<file path="src/rtl/tff_bank_counter_if.sv">
// Bus bundle for tff_bank_counter: control, load path and registered state outputs.
// The ovf/ovf_clr pair only exists when TFF_BANK_OVF_STICKY_EN is defined.
interface tff_bank_counter_if #(
    parameter int WIDTH = 8
);
    logic             en;
    logic [1:0]       mode;
    logic [WIDTH-1:0] t;
    logic             load;
    logic [WIDTH-1:0] din;
    logic [WIDTH-1:0] q;
    logic [WIDTH-1:0] qbar;
    logic             tc;
`ifdef TFF_BANK_OVF_STICKY_EN
    logic             ovf;
    logic             ovf_clr;

    modport master (output en, mode, t, load, din, ovf_clr, input q, qbar, tc, ovf);
    modport slave  (input en, mode, t, load, din, ovf_clr, output q, qbar, tc, ovf);
`else
    modport master (output en, mode, t, load, din, input q, qbar, tc);
    modport slave  (input en, mode, t, load, din, output q, qbar, tc);
`endif
endinterface

</file>
<file path="src/rtl/tff_bank_counter.sv">
// WIDTH-bit toggle bank / modulo-(MAX+1) up-down counter with clamped parallel load and tc pulse.
// Optional sticky wrap flag (ovf, ovf_clr) enabled by defining TFF_BANK_OVF_STICKY_EN.
module tff_bank_counter #(
    parameter int WIDTH   = 8,
    parameter int MAX     = 255,
    parameter int RST_VAL = 0
) (
    input  logic               clk,
    input  logic               rst,
    tff_bank_counter_if.slave  bus
);
    localparam logic [WIDTH-1:0] MAX_V  = WIDTH'(MAX);
    localparam logic [WIDTH-1:0] RST_V  = WIDTH'(RST_VAL);
    localparam logic [WIDTH-1:0] ZERO_V = '0;
    localparam logic [WIDTH-1:0] ONE_V  = WIDTH'(1);

    localparam logic [1:0] MODE_TOGGLE = 2'b00;
    localparam logic [1:0] MODE_UP     = 2'b01;
    localparam logic [1:0] MODE_DOWN   = 2'b10;

    logic [WIDTH-1:0] q_reg;
    logic [WIDTH-1:0] q_next;
    logic [WIDTH-1:0] toggled;
    logic             tc_reg;
    logic             tc_next;

    // Each bit is an independent toggle cell; qbar is a pure inversion of the state.
    generate
        for (genvar gi = 0; gi < WIDTH; gi++) begin : g_cell
            assign toggled[gi]  = q_reg[gi] ^ bus.t[gi];
            assign bus.qbar[gi] = ~q_reg[gi];
        end
    endgenerate

    always_comb begin
        q_next  = q_reg;
        tc_next = 1'b0;
        if (bus.load) begin
            q_next = (bus.din > MAX_V) ? MAX_V : bus.din;
        end else if (bus.en) begin
            case (bus.mode)
                MODE_TOGGLE: q_next = toggled;
                MODE_UP: begin
                    // Values above MAX (reachable via toggle mode) wrap straight to 0.
                    if (q_reg >= MAX_V) begin
                        q_next  = ZERO_V;
                        tc_next = 1'b1;
                    end else begin
                        q_next = q_reg + ONE_V;
                    end
                end
                MODE_DOWN: begin
                    if (q_reg == ZERO_V) begin
                        q_next  = MAX_V;
                        tc_next = 1'b1;
                    end else if (q_reg > MAX_V) begin
                        q_next = MAX_V;
                    end else begin
                        q_next = q_reg - ONE_V;
                    end
                end
                default: q_next = q_reg;
            endcase
        end
    end

    always_ff @(posedge clk) begin
        if (rst) begin
            q_reg  <= RST_V;
            tc_reg <= 1'b0;
        end else begin
            q_reg  <= q_next;
            tc_reg <= tc_next;
        end
    end

    assign bus.q  = q_reg;
    assign bus.tc = tc_reg;

`ifdef TFF_BANK_OVF_STICKY_EN
    logic ovf_reg;
    logic ovf_next;

    // A wrap on the same edge as a clear keeps the flag set.
    always_comb begin
        ovf_next = ovf_reg;
        if (tc_next) begin
            ovf_next = 1'b1;
        end else if (bus.ovf_clr) begin
            ovf_next = 1'b0;
        end
    end

    always_ff @(posedge clk) begin
        if (rst) begin
            ovf_reg <= 1'b0;
        end else begin
            ovf_reg <= ovf_next;
        end
    end

    assign bus.ovf = ovf_reg;
`endif
endmodule

</file>
<file path="src/flat_wrapper.sv">
// flat-port wrapper written by rule: the top's interface ports become plain ports
module tff_bank_counter_flat 
#(
    parameter int WIDTH   = 8,
    parameter int MAX     = 255,
    parameter int RST_VAL = 0
)
  (clk, rst, bus_en, bus_mode, bus_t, bus_load, bus_din, bus_q, bus_qbar, bus_tc);
  tff_bank_counter_if #(.WIDTH(WIDTH)) bus_i ();
  input  logic clk;
  input  logic rst;
  input wire logic [$bits(bus_i.en)-1:0] bus_en;
  input wire logic [$bits(bus_i.mode)-1:0] bus_mode;
  input wire logic [$bits(bus_i.t)-1:0] bus_t;
  input wire logic [$bits(bus_i.load)-1:0] bus_load;
  input wire logic [$bits(bus_i.din)-1:0] bus_din;
  output wire logic [$bits(bus_i.q)-1:0] bus_q;
  output wire logic [$bits(bus_i.qbar)-1:0] bus_qbar;
  output wire logic [$bits(bus_i.tc)-1:0] bus_tc;
  assign bus_i.en = bus_en;
  assign bus_i.mode = bus_mode;
  assign bus_i.t = bus_t;
  assign bus_i.load = bus_load;
  assign bus_i.din = bus_din;
  assign bus_q = bus_i.q;
  assign bus_qbar = bus_i.qbar;
  assign bus_tc = bus_i.tc;
  tff_bank_counter #(.WIDTH(WIDTH), .MAX(MAX), .RST_VAL(RST_VAL)) u_core (.clk(clk), .rst(rst), .bus(bus_i));
endmodule
</file>
<file path="config.mk">
export PLATFORM = sky130hd
export DESIGN_NAME = tff_bank_counter_flat
export DESIGN_NICKNAME = d
export VERILOG_FILES = /design/src/rtl/tff_bank_counter_if.sv /design/src/rtl/tff_bank_counter.sv /design/src/flat_wrapper.sv
export SDC_FILE = /design/constraint.sdc
export NUM_CORES = 1
export LEC_CHECK = 0
export ABC_CLOCK_PERIOD_IN_PS = 2400
export CAP_MARGIN = 20
export CELL_PAD_IN_SITES_DETAIL_PLACEMENT = 2
export CELL_PAD_IN_SITES_GLOBAL_PLACEMENT = 2
export CORE_ASPECT_RATIO = 0.7
export CORE_MARGIN = 1.5
export CORE_UTILIZATION = 24
export CTS_BUF_LIST = sky130_fd_sc_hd__clkbuf_16
export DETAILED_ROUTE_END_ITERATION = 10
export PLACE_DENSITY = 0.79
export SLEW_MARGIN = 20
export SYNTH_ARGS = -nofsm -noshare
export SYNTH_HDL_FRONTEND = slang
export SYNTH_SLANG_ARGS = --single-unit
</file>
<file path="constraint.sdc">
create_clock -name clk -period 2.4 [get_ports clk]
set_input_delay 0.24 -clock clk [delete_from_list [all_inputs] [get_ports clk]]
set_output_delay 0.24 -clock clk [all_outputs]
set_load 0.02 [all_outputs]
</file>
==> impl_metrics.py, run 1 <==
metrics = {
    "yosys": {
        "avgSynthCellArea_um2": 7.36,
        "syn_nets": 176,
        "ys_ff_latch": 9,
        "synthCells": 149,
        "synth_seq_area_share_pct": 16.4,
        "synth-main-ff-cell": "dfxtp_1",
        "syn_area_um2": 1100,
        "yosysWarnings": 0,
        "synthArstFlopShare_pct": 0,
        "synth_edf_count": 0,
        "synth_cell_types": 50,
    },
    "clock_network": {
        "cts.sinks": 9,
        "cts_tree": "built",
        "clkLatencyLatePin_ns": 0.24,
        "h-tree-depth": 1,
        "clkTransAtPathRegs_ns": 0.04,
        "cts_root_buffer": "clkbuf_16",
        "clk_path_buf_depth": 2,
        "cts-resized-gates": 0,
        "cts_buffers": 3,
        "post-cts-setup-buffers": 0,
        "cts_hold_buf": 0,
    },
    "detailed_routing": {
        "vias": 1344,
        "drt_wl_total_um": 4620,
        "post_drt_wl_per_cell_um": 19.2,
        "viasPerCell": 5.60,
        "postRouteAntennaNets": 0,
        "drc": 0,
        "first_pass_iters": 4,
        "drt-initial-drc-count": 44,
    },
    "setup_path": {
        "crit_cells": 6,
        "crit_top_cell": "inv_1",
        "r2r_cells": 6,
        "critPathSlowestCell": "ha_1",
        "slowest_delay_ns": 0.59,
        "worst_r2r_endpoint": "u_core.bus.q[5]",
        "critical_path_buf_inv_count": 3,
        "critPathLaunchType": "input pin",
        "crit_path_end_kind": "register",
        "worst_ep_arrival_time_ns": 2.15,
        "crit-reg2reg-launch": "u_core.bus.q[1]",
        "crit_path_max_fanout": 15,
        "crit_chain": "clkdlybuf4s50_1, inv_1, ha_1, inv_1, a2111oi_0, a311oi_1",
        "r2r_setup_slack_ns": 0.36,
        "cp_top_family": "buffers and inverters",
        "required_ns": 2.49,
        "crit_type": "input pin to register",
    },
    "grt": {
        "grt_pass1_wl_um": 7520,
        "grt-ovfl-total": 0,
        "antenna_found_initial": 0,
        "grt_max_degree": 17,
        "grt_usage_pct": 19.5,
        "grt_pass1_vias": 1494,
    },
    "final_layout": {
        "largest_reg_flops": 8,
        "drive_above_1_share_pct": 8.11,
        "diodes": 0,
        "n_fill_cell": 497,
        "mostFrequentLayoutCell": "clkdlybuf4s50_1",
        "area_growth_pct": 47.0,
        "final_cell_mix": "clkdlybuf4s50_1, inv_1, a21oi_1, nand2_1, dfxtp_1",
        "final_util_pct": 37.0,
        "fin_nets": 213,
    },
    "sta": {
        "finClkSkew_ns": 0.00470,
        "fmax_ghz": 0.486,
        "relSlewSlack_pct": 60.2,
        "fin_tns_setup_ns": 0,
        "rsz0062_at_grt": "false",
        "finalSetupViolations": 0,
        "finalMaxSlewViolations": 0,
        "period_share_pct": 85.6,
        "final-hold-violation-count": 0,
        "period_needed_ns": 2.06,
        "worstMarginPinSlew_ns": 0.595,
    },
    "place": {
        "place_congestion": 0.803,
        "hpwlAfterDp_um": 3590,
        "portBuffers": 38,
    },
    "worst_hold_path": {
        "hp-start": "bus_en",
        "holdPathStages": 3,
        "min_path_type": "input pin to register",
        "hold_end": "u_core.bus.tc",
    },
    "power_and_ir_drop": {
        "powerDensity_nw_per_um2": 524,
        "ir_drop_uv": 227,
        "power_leakage_uw": 0.000583,
    },
    "floorplan": {
        "die_area_um2": 4990,
        "die_h_um": 59.6,
        "dieWidth_um": 83.8,
        "initial_core_util_pct": 25.2,
        "pin_count": 39,
        "row_count": 20,
        "coreArea_um2": 4350,
    },
    "run_status": {
        "outcome": "complete, no violations",
    },
    "job": {
        "maxCapViolCount": 0,
    },
}
-- routing by layer --
layer	share of wire, %	vias up	global-route usage (%)
li1	-	633	-
met1	50	660	25.8
met2	44	45	33.3
met3	5.2	6	4.04
met4	1.1	0	4.45
met5	0	-	0
-- worst min-delay path, delay by kind of cell --
family | cells | cell delay [ns]
buffers and inverters | 1 | 0.46
AND/OR/NAND/NOR | 2 | 0.14
-- through the flow --
step | total power [uW] | instances | hold WS (ns) | worst slack [ns] | area [um^2]
after floorplan | 388 | 149 | 0.364 | 0.419 | 1100
after global placement | 519 | 236 | 0.637 | 0.155 | 1530
after detailed placement | 537 | 236 | 0.664 | 0.0791 | 1530
after CTS | 848 | 240 | 0.638 | 0.317 | 1610
after global routing | 884 | 240 | 0.664 | 0.214 | 1610
final | 846 | 240 | 0.651 | 0.344 | 1610
-- Yosys cell counts (3+ instances only) --
cell type | count | area share (%)
dfxtp_1 | 9 | 16
ha_1 | 5 | 5.7
nand2b_1 | 3 | 1.7
a311oi_1 | 3 | 2.4
a211oi_1 | 3 | 2.1
a32oi_1 | 3 | 2.4
inv_1 | 16 | 5.5
o311ai_0 | 3 | 2.4
nor3_1 | 3 | 1.4
clkbuf_1 | 6 | 2.1
o31a_1 | 4 | 3.2
a21oi_1 | 9 | 4.1
xor2_1 | 4 | 3.2
xnor2_1 | 3 | 2.4
nand2_1 | 9 | 3.1
o21ai_0 | 7 | 3.2
nand3_1 | 5 | 2.3
o31ai_1 | 4 | 2.7
nor2_1 | 7 | 2.4
o21bai_1 | 3 | 2.1
buf_2 | 3 | 1.4
or3_1 | 4 | 2.3
-- report_power, final --
part	internal (uW)	leakage (uW)	switching, uW
combinational	159	0.000467	180
sequential	163	0.0000743	32.5
clock	220	0.0000423	90.8
total	542	0.000583	304
-- worst max-delay path by stage --
| stage | from | endpoint |
|---|---|---|
| 6_report | bus_mode[1] | u_core.bus.q[5] |
| 4_1_cts | bus_mode[0] | u_core.bus.q[5] |
| 3_3_place_gp | bus_mode[0] | u_core.bus.q[3] |
| 3_5_place_dp | bus_mode[0] | u_core.bus.q[7] |
| 5_1_grt | bus_mode[1] | u_core.bus.q[5] |
| 2_1_floorplan | u_core.bus.q[0] | u_core.bus.q[4] |
-- cell families (layout without fill, tap and decap cells) --
| family | Yosys count | in the layout | synth area share, % |
|---|---|---|---|
| AO/OA/AOI/OAI | 56 | 56 | 38.2 |
| AND/OR/NAND/NOR | 41 | 41 | 21.1 |
| buffers and inverters | 30 | 66 | 12.1 |
| flip-flops | 9 | 9 | 16.4 |
| XOR/XNOR | 7 | 7 | 5.59 |
| adder cells (fa/ha/maj) | 5 | 5 | 5.70 |
| multiplexers | 1 | 1 | 0.912 |
-- area by class of cell --
| cell class | count | area [um^2] | share of cell area (%) |
|---|---|---|---|
| Clock inverter | 1 | 3.75 | 0.233 |
| Clock buffer | 3 | 75.1 | 4.65 |
| Sequential cell | 9 | 180 | 11.2 |
| Inverter | 16 | 60.1 | 3.72 |
| Timing Repair Buffer | 46 | 440 | 27.3 |
| Tap cell | 55 | 68.8 | 4.27 |
| Multi-Input combinational cell | 110 | 785 | 48.6 |
No activity file was read; power rests on OpenSTA's default activity.
==> inputs of run 2 (changes only) <==
Settings changed: ABC_AREA from default to 0.
==> results of run 2 <==
Same layout as run 1: the final DEF is identical, and so are final timing and power.
==> inputs of run 3 (changes only) <==
Settings changed: CTS_CLUSTER_DIAMETER from default to 80.
==> results of run 3 <==
Same layout as run 1: the final DEF is identical, and so are final timing and power.
